File: config.mk
export PLATFORM = sky130hd
export DESIGN_NAME = usb_rx_controller
export DESIGN_NICKNAME = d
export VERILOG_FILES = /design/src/rtl/usb_rx_controller.sv
export SDC_FILE = /design/constraint.sdc
export NUM_CORES = 1
export LEC_CHECK = 0
export ABC_AREA = 1
export CAP_MARGIN = 0
export CORE_ASPECT_RATIO = 0.7
export CORE_MARGIN = 10
export CORE_UTILIZATION = 52
export CTS_CLUSTER_SIZE = 8
export DETAILED_ROUTE_END_ITERATION = 10
export PLACE_DENSITY = 0.75
export SLEW_MARGIN = 20
export SYNTH_ARGS = -nofsm -noshare
export SYNTH_HDL_FRONTEND = slang
export SYNTH_SLANG_ARGS = --single-unit
File: constraint.sdc
create_clock -name clk -period 1.8 [get_ports clk]
set_clock_uncertainty 0.15 [all_clocks]
set_input_delay 0.54 -clock clk [delete_from_list [all_inputs] [get_ports clk]]
set_output_delay 0.54 -clock clk [all_outputs]
set_load 0.02 [all_outputs]
File: src/rtl/usb_rx_controller.sv
// usb_rx_controller: receive-side bit-layer sequencer.
// Gates the NRZI decoder for the span of one packet, validates SYNC, strips
// stuffed bits, assembles LSB-first bytes and reports EOP or an error code.
module usb_rx_controller #(
    parameter int MAX_BYTES = 1027,
    parameter int IDLE_BITS = 8
) (
    input  logic       clk,
    input  logic       nRST,
    input  logic       rx_enable,
    input  logic       pulse,
    input  logic       rx_dp,
    input  logic       rx_se0,
    input  logic       decoded_bit,
    output logic       dec_en,
    output logic       dec_bit,
    output logic [7:0] rx_data,
    output logic       rx_valid,
    output logic       rx_active,
    output logic       rx_eop,
    output logic       rx_err,
    output logic [1:0] err_code
);

    localparam logic [2:0] ST_IDLE  = 3'd0;
    localparam logic [2:0] ST_SYNC  = 3'd1;
    localparam logic [2:0] ST_DATA  = 3'd2;
    localparam logic [2:0] ST_EOP   = 3'd3;
    localparam logic [2:0] ST_ERROR = 3'd4;

    localparam logic [1:0] ERR_SYNC    = 2'd0;
    localparam logic [1:0] ERR_STUFF   = 2'd1;
    localparam logic [1:0] ERR_PARTIAL = 2'd2;
    localparam logic [1:0] ERR_BABBLE  = 2'd3;

    localparam int BCW = $clog2(MAX_BYTES + 2);
    localparam int ICW = $clog2(IDLE_BITS + 1);

    // Registered state
    logic [2:0]     state_r;
    logic [2:0]     zcnt_r;
    logic [2:0]     bit_cnt_r;
    logic [2:0]     ones_cnt_r;
    logic [BCW-1:0] byte_cnt_r;
    logic [ICW-1:0] jcnt_r;
    // Holds the up-to-7 bits already received of the current byte; the
    // 8th bit is concatenated on top when the byte completes.
    logic [6:0]     shreg_r;
    logic           stb_d1_r;
    logic           stb_d2_r;

    // Next-state values
    logic [2:0]     state_s;
    logic [2:0]     zcnt_s;
    logic [2:0]     bit_cnt_s;
    logic [2:0]     ones_cnt_s;
    logic [BCW-1:0] byte_cnt_s;
    logic [ICW-1:0] jcnt_s;
    logic [6:0]     shreg_s;
    logic           dec_en_s;
    logic           dec_bit_s;
    logic [7:0]     rx_data_s;
    logic           rx_valid_s;
    logic           rx_active_s;
    logic           rx_eop_s;
    logic           rx_err_s;
    logic [1:0]     err_code_s;

    // Line events and error request
    logic           pls_se0_s;
    logic           pls_data_s;
    logic           pls_j_s;
    logic           pls_k_s;
    logic           bit_stb_s;
    logic           err_go_s;
    logic [1:0]     err_sel_s;

    // Classify the current line sample; SE0 overrides the differential level
    always_comb begin
        pls_se0_s  = pulse & rx_se0;
        pls_data_s = pulse & ~rx_se0;
        pls_j_s    = pulse & ~rx_se0 & rx_dp;
        pls_k_s    = pulse & ~rx_se0 & ~rx_dp;
        bit_stb_s  = stb_d2_r;
    end

    // Delay fed-bit pulses by two clocks so decoded_bit is sampled once settled
    always_ff @(posedge clk or negedge nRST) begin
        if (!nRST) begin
            stb_d1_r <= 1'b0;
            stb_d2_r <= 1'b0;
        end else if (!rx_enable) begin
            stb_d1_r <= 1'b0;
            stb_d2_r <= 1'b0;
        end else begin
            stb_d1_r <= pls_data_s & (dec_en | ((state_r == ST_IDLE) & ~rx_dp));
            stb_d2_r <= stb_d1_r;
        end
    end

    // Sequencer next-state and output computation
    always_comb begin
        state_s     = state_r;
        zcnt_s      = zcnt_r;
        bit_cnt_s   = bit_cnt_r;
        ones_cnt_s  = ones_cnt_r;
        byte_cnt_s  = byte_cnt_r;
        jcnt_s      = jcnt_r;
        shreg_s     = shreg_r;
        dec_en_s    = dec_en;
        dec_bit_s   = dec_bit;
        rx_data_s   = rx_data;
        rx_valid_s  = 1'b0;
        rx_active_s = rx_active;
        rx_eop_s    = 1'b0;
        rx_err_s    = 1'b0;
        err_code_s  = err_code;
        err_go_s    = 1'b0;
        err_sel_s   = ERR_SYNC;

        if (!rx_enable) begin
            // Silent abort: nothing is reported for a packet cut short here
            state_s     = ST_IDLE;
            dec_en_s    = 1'b0;
            dec_bit_s   = 1'b1;
            rx_active_s = 1'b0;
            zcnt_s      = 3'd0;
            bit_cnt_s   = 3'd0;
            ones_cnt_s  = 3'd0;
            byte_cnt_s  = {BCW{1'b0}};
            jcnt_s      = {ICW{1'b0}};
        end else begin
            case (state_r)
                ST_IDLE: begin
                    if (pls_k_s) begin
                        // First K starts the decoder; it decodes as the first SYNC zero
                        state_s   = ST_SYNC;
                        dec_en_s  = 1'b1;
                        dec_bit_s = 1'b0;
                        zcnt_s    = 3'd0;
                    end else begin
                        dec_en_s  = 1'b0;
                        dec_bit_s = 1'b1;
                    end
                end
                ST_SYNC: begin
                    if (pls_se0_s) begin
                        err_go_s  = 1'b1;
                        err_sel_s = ERR_SYNC;
                    end else if (pls_data_s) begin
                        dec_bit_s = rx_dp;
                    end else if (bit_stb_s) begin
                        if (decoded_bit) begin
                            if (zcnt_r == 3'd7) begin
                                state_s     = ST_DATA;
                                rx_active_s = 1'b1;
                                bit_cnt_s   = 3'd0;
                                ones_cnt_s  = 3'd0;
                                byte_cnt_s  = {BCW{1'b0}};
                            end else begin
                                err_go_s  = 1'b1;
                                err_sel_s = ERR_SYNC;
                            end
                        end else if (zcnt_r == 3'd7) begin
                            // An eighth zero can never be a valid SYNC
                            err_go_s  = 1'b1;
                            err_sel_s = ERR_SYNC;
                        end else begin
                            zcnt_s = zcnt_r + 3'd1;
                        end
                    end else begin
                        state_s = state_r;
                    end
                end
                ST_DATA: begin
                    if (pls_se0_s) begin
                        dec_en_s  = 1'b0;
                        dec_bit_s = 1'b1;
                        if (bit_cnt_r == 3'd0) begin
                            state_s = ST_EOP;
                        end else begin
                            err_go_s  = 1'b1;
                            err_sel_s = ERR_PARTIAL;
                        end
                    end else if (pls_data_s) begin
                        dec_bit_s = rx_dp;
                    end else if (bit_stb_s) begin
                        if (ones_cnt_r == 3'd6) begin
                            // Bit after six ones must be a stuffed zero
                            if (decoded_bit) begin
                                err_go_s  = 1'b1;
                                err_sel_s = ERR_STUFF;
                            end else begin
                                ones_cnt_s = 3'd0;
                            end
                        end else begin
                            shreg_s    = {decoded_bit, shreg_r[6:1]};
                            ones_cnt_s = decoded_bit ? (ones_cnt_r + 3'd1) : 3'd0;
                            if (bit_cnt_r == 3'd7) begin
                                bit_cnt_s = 3'd0;
                                if (byte_cnt_r == BCW'(MAX_BYTES)) begin
                                    err_go_s  = 1'b1;
                                    err_sel_s = ERR_BABBLE;
                                end else begin
                                    rx_data_s  = {decoded_bit, shreg_r};
                                    rx_valid_s = 1'b1;
                                    byte_cnt_s = byte_cnt_r + BCW'(1);
                                end
                            end else begin
                                bit_cnt_s = bit_cnt_r + 3'd1;
                            end
                        end
                    end else begin
                        state_s = state_r;
                    end
                end
                ST_EOP: begin
                    dec_en_s  = 1'b0;
                    dec_bit_s = 1'b1;
                    if (pls_j_s) begin
                        state_s     = ST_IDLE;
                        rx_eop_s    = 1'b1;
                        rx_active_s = 1'b0;
                    end else if (pls_k_s) begin
                        err_go_s  = 1'b1;
                        err_sel_s = ERR_PARTIAL;
                    end else begin
                        state_s = ST_EOP;
                    end
                end
                ST_ERROR: begin
                    dec_en_s  = 1'b0;
                    dec_bit_s = 1'b1;
                    if (pls_j_s) begin
                        if (jcnt_r == ICW'(IDLE_BITS - 1)) begin
                            state_s = ST_IDLE;
                            jcnt_s  = {ICW{1'b0}};
                        end else begin
                            jcnt_s = jcnt_r + ICW'(1);
                        end
                    end else if (pulse) begin
                        // K or SE0 breaks the idle run
                        jcnt_s = {ICW{1'b0}};
                    end else begin
                        jcnt_s = jcnt_r;
                    end
                end
                default: begin
                    state_s     = ST_IDLE;
                    dec_en_s    = 1'b0;
                    dec_bit_s   = 1'b1;
                    rx_active_s = 1'b0;
                end
            endcase

            if (err_go_s) begin
                state_s     = ST_ERROR;
                rx_err_s    = 1'b1;
                err_code_s  = err_sel_s;
                rx_active_s = 1'b0;
                dec_en_s    = 1'b0;
                dec_bit_s   = 1'b1;
                jcnt_s      = {ICW{1'b0}};
            end else begin
                rx_err_s = 1'b0;
            end
        end
    end

    // Register sequencer state and all outputs
    always_ff @(posedge clk or negedge nRST) begin
        if (!nRST) begin
            state_r    <= ST_IDLE;
            zcnt_r     <= 3'd0;
            bit_cnt_r  <= 3'd0;
            ones_cnt_r <= 3'd0;
            byte_cnt_r <= {BCW{1'b0}};
            jcnt_r     <= {ICW{1'b0}};
            shreg_r    <= 7'd0;
            dec_en     <= 1'b0;
            dec_bit    <= 1'b1;
            rx_data    <= 8'h00;
            rx_valid   <= 1'b0;
            rx_active  <= 1'b0;
            rx_eop     <= 1'b0;
            rx_err     <= 1'b0;
            err_code   <= 2'd0;
        end else begin
            state_r    <= state_s;
            zcnt_r     <= zcnt_s;
            bit_cnt_r  <= bit_cnt_s;
            ones_cnt_r <= ones_cnt_s;
            byte_cnt_r <= byte_cnt_s;
            jcnt_r     <= jcnt_s;
            shreg_r    <= shreg_s;
            dec_en     <= dec_en_s;
            dec_bit    <= dec_bit_s;
            rx_data    <= rx_data_s;
            rx_valid   <= rx_valid_s;
            rx_active  <= rx_active_s;
            rx_eop     <= rx_eop_s;
            rx_err     <= rx_err_s;
            err_code   <= err_code_s;
        end
    end

endmodule

=== After elaboration in Yosys (flattened, before gate mapping) ===
Index checks and enable logic that the tools add are counted.

* Bits of input ports: 7
* Bits in registers: 52
* Output and inout bits: 16

* Reduce and logical (&&, ||, !) cells: 14
* Eq/ne operators: 42
* Bitwise gates (word level): 13
* Multiplexer cells: 126
* $add $sub $neg: 5

{| class="wikitable"
|+ Operator list
! cell !! count
|-
| 11-bit 2-to-1 mux || 12
|-
| 3-bit 2-to-1 mux || 39
|-
| 1-bit 2-to-1 mux || 50
|-
| 3-bit != test, second input constant || 15
|-
| 4-bit != test, second input constant || 11
|-
| 4-bit 2-to-1 mux || 6
|-
| 11-bit one-hot mux with 2 select lines || 1
|-
| 10-bit AND reduction || 2
|-
| 2-bit 2-to-1 mux || 9
|-
| 3-bit one-hot mux with 2 select lines || 3
|-
| 3-bit one-hot mux with 5 select lines || 1
|-
| 7-bit AND reduction || 2
|-
| 3-bit equality test, second input constant || 4
|-
| 1-bit one-hot mux with 3 select lines || 4
|-
| 12-bit AND reduction || 1
|-
| 11-bit by 1-bit adder with 11-bit output, second input constant || 1
|-
| 11-bit equality test, second input constant || 1
|-
| 11-bit AND reduction || 1
|-
| 3-bit by 1-bit adder with 3-bit output, second input constant || 3
|-
| 3-bit by 1-bit != test with 1-bit output, second input constant || 3
|-
| 8-bit AND reduction || 1
|-
| 1-bit AND || 6
|-
| 3-bit by 2-bit equality test with 1-bit output, second input constant || 2
|-
| 3-bit logical NOT || 2
|-
| other kinds (13) || 20
|}

=== Depth between registers and ports, before layout ===
* Depth in word-level cells: 11
* Depth in mapped cells: 13

=== Least setup slack after synthesis ===
No wires, ideal clock.

* Kind: register -> register
* Start point: register byte_cnt_r[0]
* End point: register byte_cnt_r[8]
* Arrival time: 1.597 ns
* Stages on the path, launching flop included: 12
* Data required time: 1.532 ns
* Library setup time: 0.118 ns
* Setup slack: -0.065 ns
* Cell sequence: dfrtp_1 -> ha_1 -> inv_2 -> nor2_1 -> nand3_1 -> nor2_1 -> nor2_1 -> nor2_2 -> nor2_8 -> buf_8 -> nand2_1 -> o21ai_2

* Longest elaborated chain between the ends: 9

{| class="wikitable"
|+ Ends and longest elaborated chain
! what !! line !! text
|-
| start: declaration || 44 || <nowiki>logic [BCW-1:0] byte_cnt_r;</nowiki>
|-
| start signal: assignment || 277 || <nowiki>byte_cnt_r <= {BCW{1'b0}};</nowiki>
|-
| start signal: assignment || 293 || <nowiki>byte_cnt_r <= byte_cnt_s;</nowiki>
|-
| 11-bit by 1-bit adder with 11-bit output || 207 || <nowiki>byte_cnt_s = byte_cnt_r + BCW'(1);</nowiki>
|-
| 11-bit 2-to-1 mux || 201 || <nowiki>if (byte_cnt_r == BCW'(MAX_BYTES)) begin</nowiki>
|-
| 11-bit 2-to-1 mux || 199 || <nowiki>if (bit_cnt_r == 3'd7) begin</nowiki>
|-
| 11-bit 2-to-1 mux || 188 || <nowiki>if (ones_cnt_r == 3'd6) begin</nowiki>
|-
| 11-bit 2-to-1 mux || 187 || <nowiki>end else if (bit_stb_s) begin</nowiki>
|-
| 11-bit 2-to-1 mux || 185 || <nowiki>end else if (pls_data_s) begin</nowiki>
|-
| 11-bit 2-to-1 mux || 176 || <nowiki>if (pls_se0_s) begin</nowiki>
|-
| 11-bit one-hot mux with 2 select lines || 133 || <nowiki>case (state_r)</nowiki>
|-
| 11-bit 2-to-1 mux || 121 || <nowiki>if (!rx_enable) begin</nowiki>
|}

Parallel ways exist; a longest one is shown, timed or not. The select of a mux whose other input is x is not followed.
A chain may end at the register's enable or synchronous reset.

=== Worst setup path in the final report ===
* Start point: register zcnt_r[0]
* End point: register state_r[1]

* Longest elaborated chain between the ends: 10

{| class="wikitable"
|+ Ends and longest elaborated chain
! what !! line !! text
|-
| start: declaration || 41 || <nowiki>logic [2:0] zcnt_r;</nowiki>
|-
| start signal: assignment || 290 || <nowiki>zcnt_r <= zcnt_s;</nowiki>
|-
| 3-bit equality test (*) || 154, 164 ||
|-
| 1-bit 2-to-1 mux (on tied branches) || 164, 154 ||
|-
| 1-bit 2-to-1 mux || 153 || <nowiki>if (decoded_bit) begin</nowiki>
|-
| 1-bit 2-to-1 mux || 152 || <nowiki>end else if (bit_stb_s) begin</nowiki>
|-
| 1-bit 2-to-1 mux || 150 || <nowiki>end else if (pls_data_s) begin</nowiki>
|-
| 1-bit 2-to-1 mux || 147 || <nowiki>if (pls_se0_s) begin</nowiki>
|-
| 1-bit one-hot mux with 3 select lines || 133 ||
|-
| 1-bit 2-to-1 mux || 121 ||
|-
| 5-bit != test (no line), or another cell as far along || - ||
|-
| 11-bit AND reduction (no line) / 3-bit 2-to-1 mux (equally long branches) || - ||
|-
| end signal: assignment || 289 || <nowiki>state_r <= state_s;</nowiki>
|-
| end: declaration || 40 || <nowiki>logic [2:0] state_r;</nowiki>
|}

Every way passes the cells marked *; elsewhere a longest branch is shown, timed or not. The select of a mux whose other input is x is not followed.

==> results_dict.tcl <==
set metrics [dict create \
    avgSynthCellArea_um2 8.13 \
    synth-edff-count 0 \
    syn_area_mm2 0.00292 \
    slew_headroom_pct 71.3 \
    async_flop_share_pct 100 \
    wl_met1_um 3570 \
    fp.dieH_um 82.7 \
    synth-seq-cells 52 \
    antenna_found_initial 0 \
    cpPeakStageDelay_ps 400 \
    clock_path_buffers 2 \
    drt_iter0_drc 150 \
    ctsHoldBuffers 0 \
    grt_pass1_wl_um 12400 \
    status "finished, violations left" \
    vias 2758 \
    synth_top_area_cell "dfrtp_1" \
    antennaDiodeCount 0 \
    synth_cells 359 \
    yosys_warnings 0 \
    violations "negative setup slack" \
    drcViolationCount 0 \
    synth_flop_cell "dfrtp_1" \
    setup_tns_ps -1450 \
    gp_congestion 0.967 \
    first_global_vias 2615 \
    final-hold-violation-count 0 \
    clkSinkCount 52 \
    setup_slack_ps -153 \
    area_delta_synth_final_pct 38.8 \
    ys_seq_area_share_pct 44.6 \
    ir_worst_vdd_mv 0.643 \
    drive_above_1_share_pct 35.5 \
    met2_length_um 3500 \
    r2r_cells 11 \
    cts_made_buffers 5 \
    routed_wirelength_um 7540 \
    start_util_pct 54.7 \
    grt_max_degree 53 \
    critical_path_class "reg2reg" \
    dr_wl_met3_um 422 \
    cp-end-kind "register" \
    p_per_area_mw_per_mm2 939 \
    crit_fanout 8 \
    report.power.total_mw 3.80 \
    hold_class "in2async" \
    clock_latency_ps 320 \
    place_area_mm2 0.00370 \
    max_clock_freq_ghz 0.512 \
    r2r_end "state_r[1]" \
    cp_slowest_cell "dfrtp_1" \
    antenna_left 0 \
    port_buffers 22 \
    row_count 22 \
    vias_per_cell 5.19 \
    yosys.area.top_type_share_pct 43.7 \
    setup_viol 25 \
    cp-start-kind "register" \
    cts-root-buf "clkbuf_8" \
    pin_count 23 \
    htreeDepth 2 \
    cts_tree "built" \
    grt_setup_unrepaired "yes" \
    core_mm2 0.00534 \
    fin_area_mm2 0.00405 \
    fin_crit_ps 1950 \
    synthDistinctLibCells 39 \
    dieWidth_um 110 \
    grt.overflow.total 0 \
    grt_usage_pct 17.1 \
    layout.nets 474 \
    top_layer "met4" \
    tightest_slew_ps 427 \
    die_area_mm2 0.00906 \
    critPathArrivalTime_ps 2060 \
    synthesis.nets 375 \
    p_leak_nw 1.99 \
    dpl.hpwl_um 5360 \
    rrSetupSlack_ps -150 \
    synth.area.top_cells "dfrtp_1 (44%), nand2_1 (9.9%), inv_1 (5.3%)" \
    crit_required_ps 1910 \
    clk_pin_slew_ps 100 \
    regToRegStartpoint "zcnt_r[0]" \
    period_share_pct 108 \
    wl_per_cell_um 14.2 \
    path_cells "ha_2, ha_4, nor2_4, nor2_1, nand2_1, nand3_2, nor2_4, nand2_4, a21oi_2, nand3_1, nand2_1" \
    cap_violations 0 \
    drv_slew 0 \
    first_pass_iters 4 \
]
[kinds of logic after synthesis]
group | count (synthesis) | share of synthesized area, %
AOI/OAI and AO/OA | 67 | 12.9
xor gates and xnor gates | 4 | 1.20
adders and majority gates | 9 | 3.86
buffers and inverters | 55 | 8.02
DFF | 52 | 44.6
and+or+nand+nor | 172 | 29.4
[synthesized netlist by cell type (2+ instances only)]
| library cell | number |
|---|---|
| nand2_1 | 77 |
| dfrtp_1 | 51 |
| inv_1 | 41 |
| o21ai_0 | 30 |
| nor2_1 | 29 |
| nand3_1 | 18 |
| a21oi_1 | 14 |
| nor3_1 | 11 |
| o21ai_1 | 11 |
| ha_1 | 9 |
| nand4_1 | 9 |
| inv_2 | 7 |
| nand2_4 | 5 |
| nand3_2 | 4 |
| nor2_2 | 4 |
| o21ai_2 | 4 |
| nand2_2 | 3 |
| nor4_1 | 3 |
| o211ai_1 | 3 |
| xor2_1 | 3 |
| buf_2 | 2 |
| nor2_4 | 2 |
| nor3_2 | 2 |
| nor3b_1 | 2 |
[how the worst max path moves through the flow]
| stage | endpoint | slack, ps | from | cells past startpoint |
|---|---|---|---|---|
| final | state_r[1] | -150 | zcnt_r[0] | 11 |
| after global routing | state_r[1] | -240 | zcnt_r[0] | 11 |
| after CTS | jcnt_r[1] | -130 | zcnt_r[1] | 11 |
| after detailed placement | err_code[1] | -620 | pulse | 11 |
| after global placement | err_code[0] | -540 | pulse | 11 |
| after floorplan | state_r[1] | 1 | zcnt_r[0] | 11 |
[cells in the final DEF (no fill, tap or decap), types with 8 or more instances in the layout]
| cell | count |
|---|---|
| nand3_2 | 8 |
| dlygate4sd2_1 | 19 |
| inv_2 | 10 |
| nand2_2 | 12 |
| nor3_1 | 11 |
| dfrtp_1 | 49 |
| o21ai_1 | 20 |
| nand2_1 | 66 |
| a21oi_1 | 11 |
| o21ai_0 | 18 |
| nor2_4 | 10 |
| nand3_1 | 14 |
| buf_4 | 68 |
| nand4_1 | 9 |
| inv_1 | 37 |
| nor2_1 | 22 |
[worst max-delay path: cells and delay by family (launching register included)]
family,cells,cell delay (ps)
simple gates,8,810
flops,1,400
fa+ha+maj,2,370
compound gates,1,160
[layer usage]
layer | track usage, % | vias up
li1 | - | 1380
met4 | 4.40 | 0
met1 | 23.3 | 1294
met2 | 27.6 | 77
met3 | 3.25 | 7
met5 | 0 | -
[power breakdown]
part | switching [mW] | leakage (nW) | total (mW) | internal, mW
clock network | 0.421 | 0.0452 | 0.705 | 0.284
logic | 0.964 | 1.23 | 1.76 | 0.795
registers | 0.0806 | 0.711 | 1.34 | 1.26
[metrics by stage]
stage / hold WS (ps) / util [%] / cells / worst slack [ps]
global route: 65.5 / 75.9 / 531 / -240
CTS: 68.4 / 73.5 / 524 / -126
finish: 49.9 / 75.9 / 531 / -153
detailed placement: 276 / 69.4 / 512 / -615
global placement: 271 / 69.4 / 512 / -540
floorplan: 94.4 / - / 359 / 1.33
[sequential cells by signal (all words and copies together) (netlist names)]
signal,count
jcnt_r,4
rx_err,1
dec_bit,1
zcnt_r,3
ones_cnt_r,3
state_r,3
rx_valid,1
bit_cnt_r,3
err_code,2
dec_en,1
bit_stb_s,1
rx_eop,1
byte_cnt_r,11
stb_d1_r,1
rx_data,8
rx_active,1
shreg_r,7
[what timing repair did]
item	4_1_cts	5_1_grt
setup buffers	5	7
resized for setup	64	29
setup endpoints to repair	61	42
pin swaps	17	18
[layout make-up]
cell class / instances / area [µm²]
inverter: 49 / 189
sequential: 52 / 1310
clock buffer: 5 / 68.8
clock inverter: 3 / 25.0
multi-input combinational: 252 / 1570
fill: 376 / 1290
timing repair buffer: 98 / 807
tap: 72 / 90.1
Note: power is estimated with default switching activity, not from simulation.
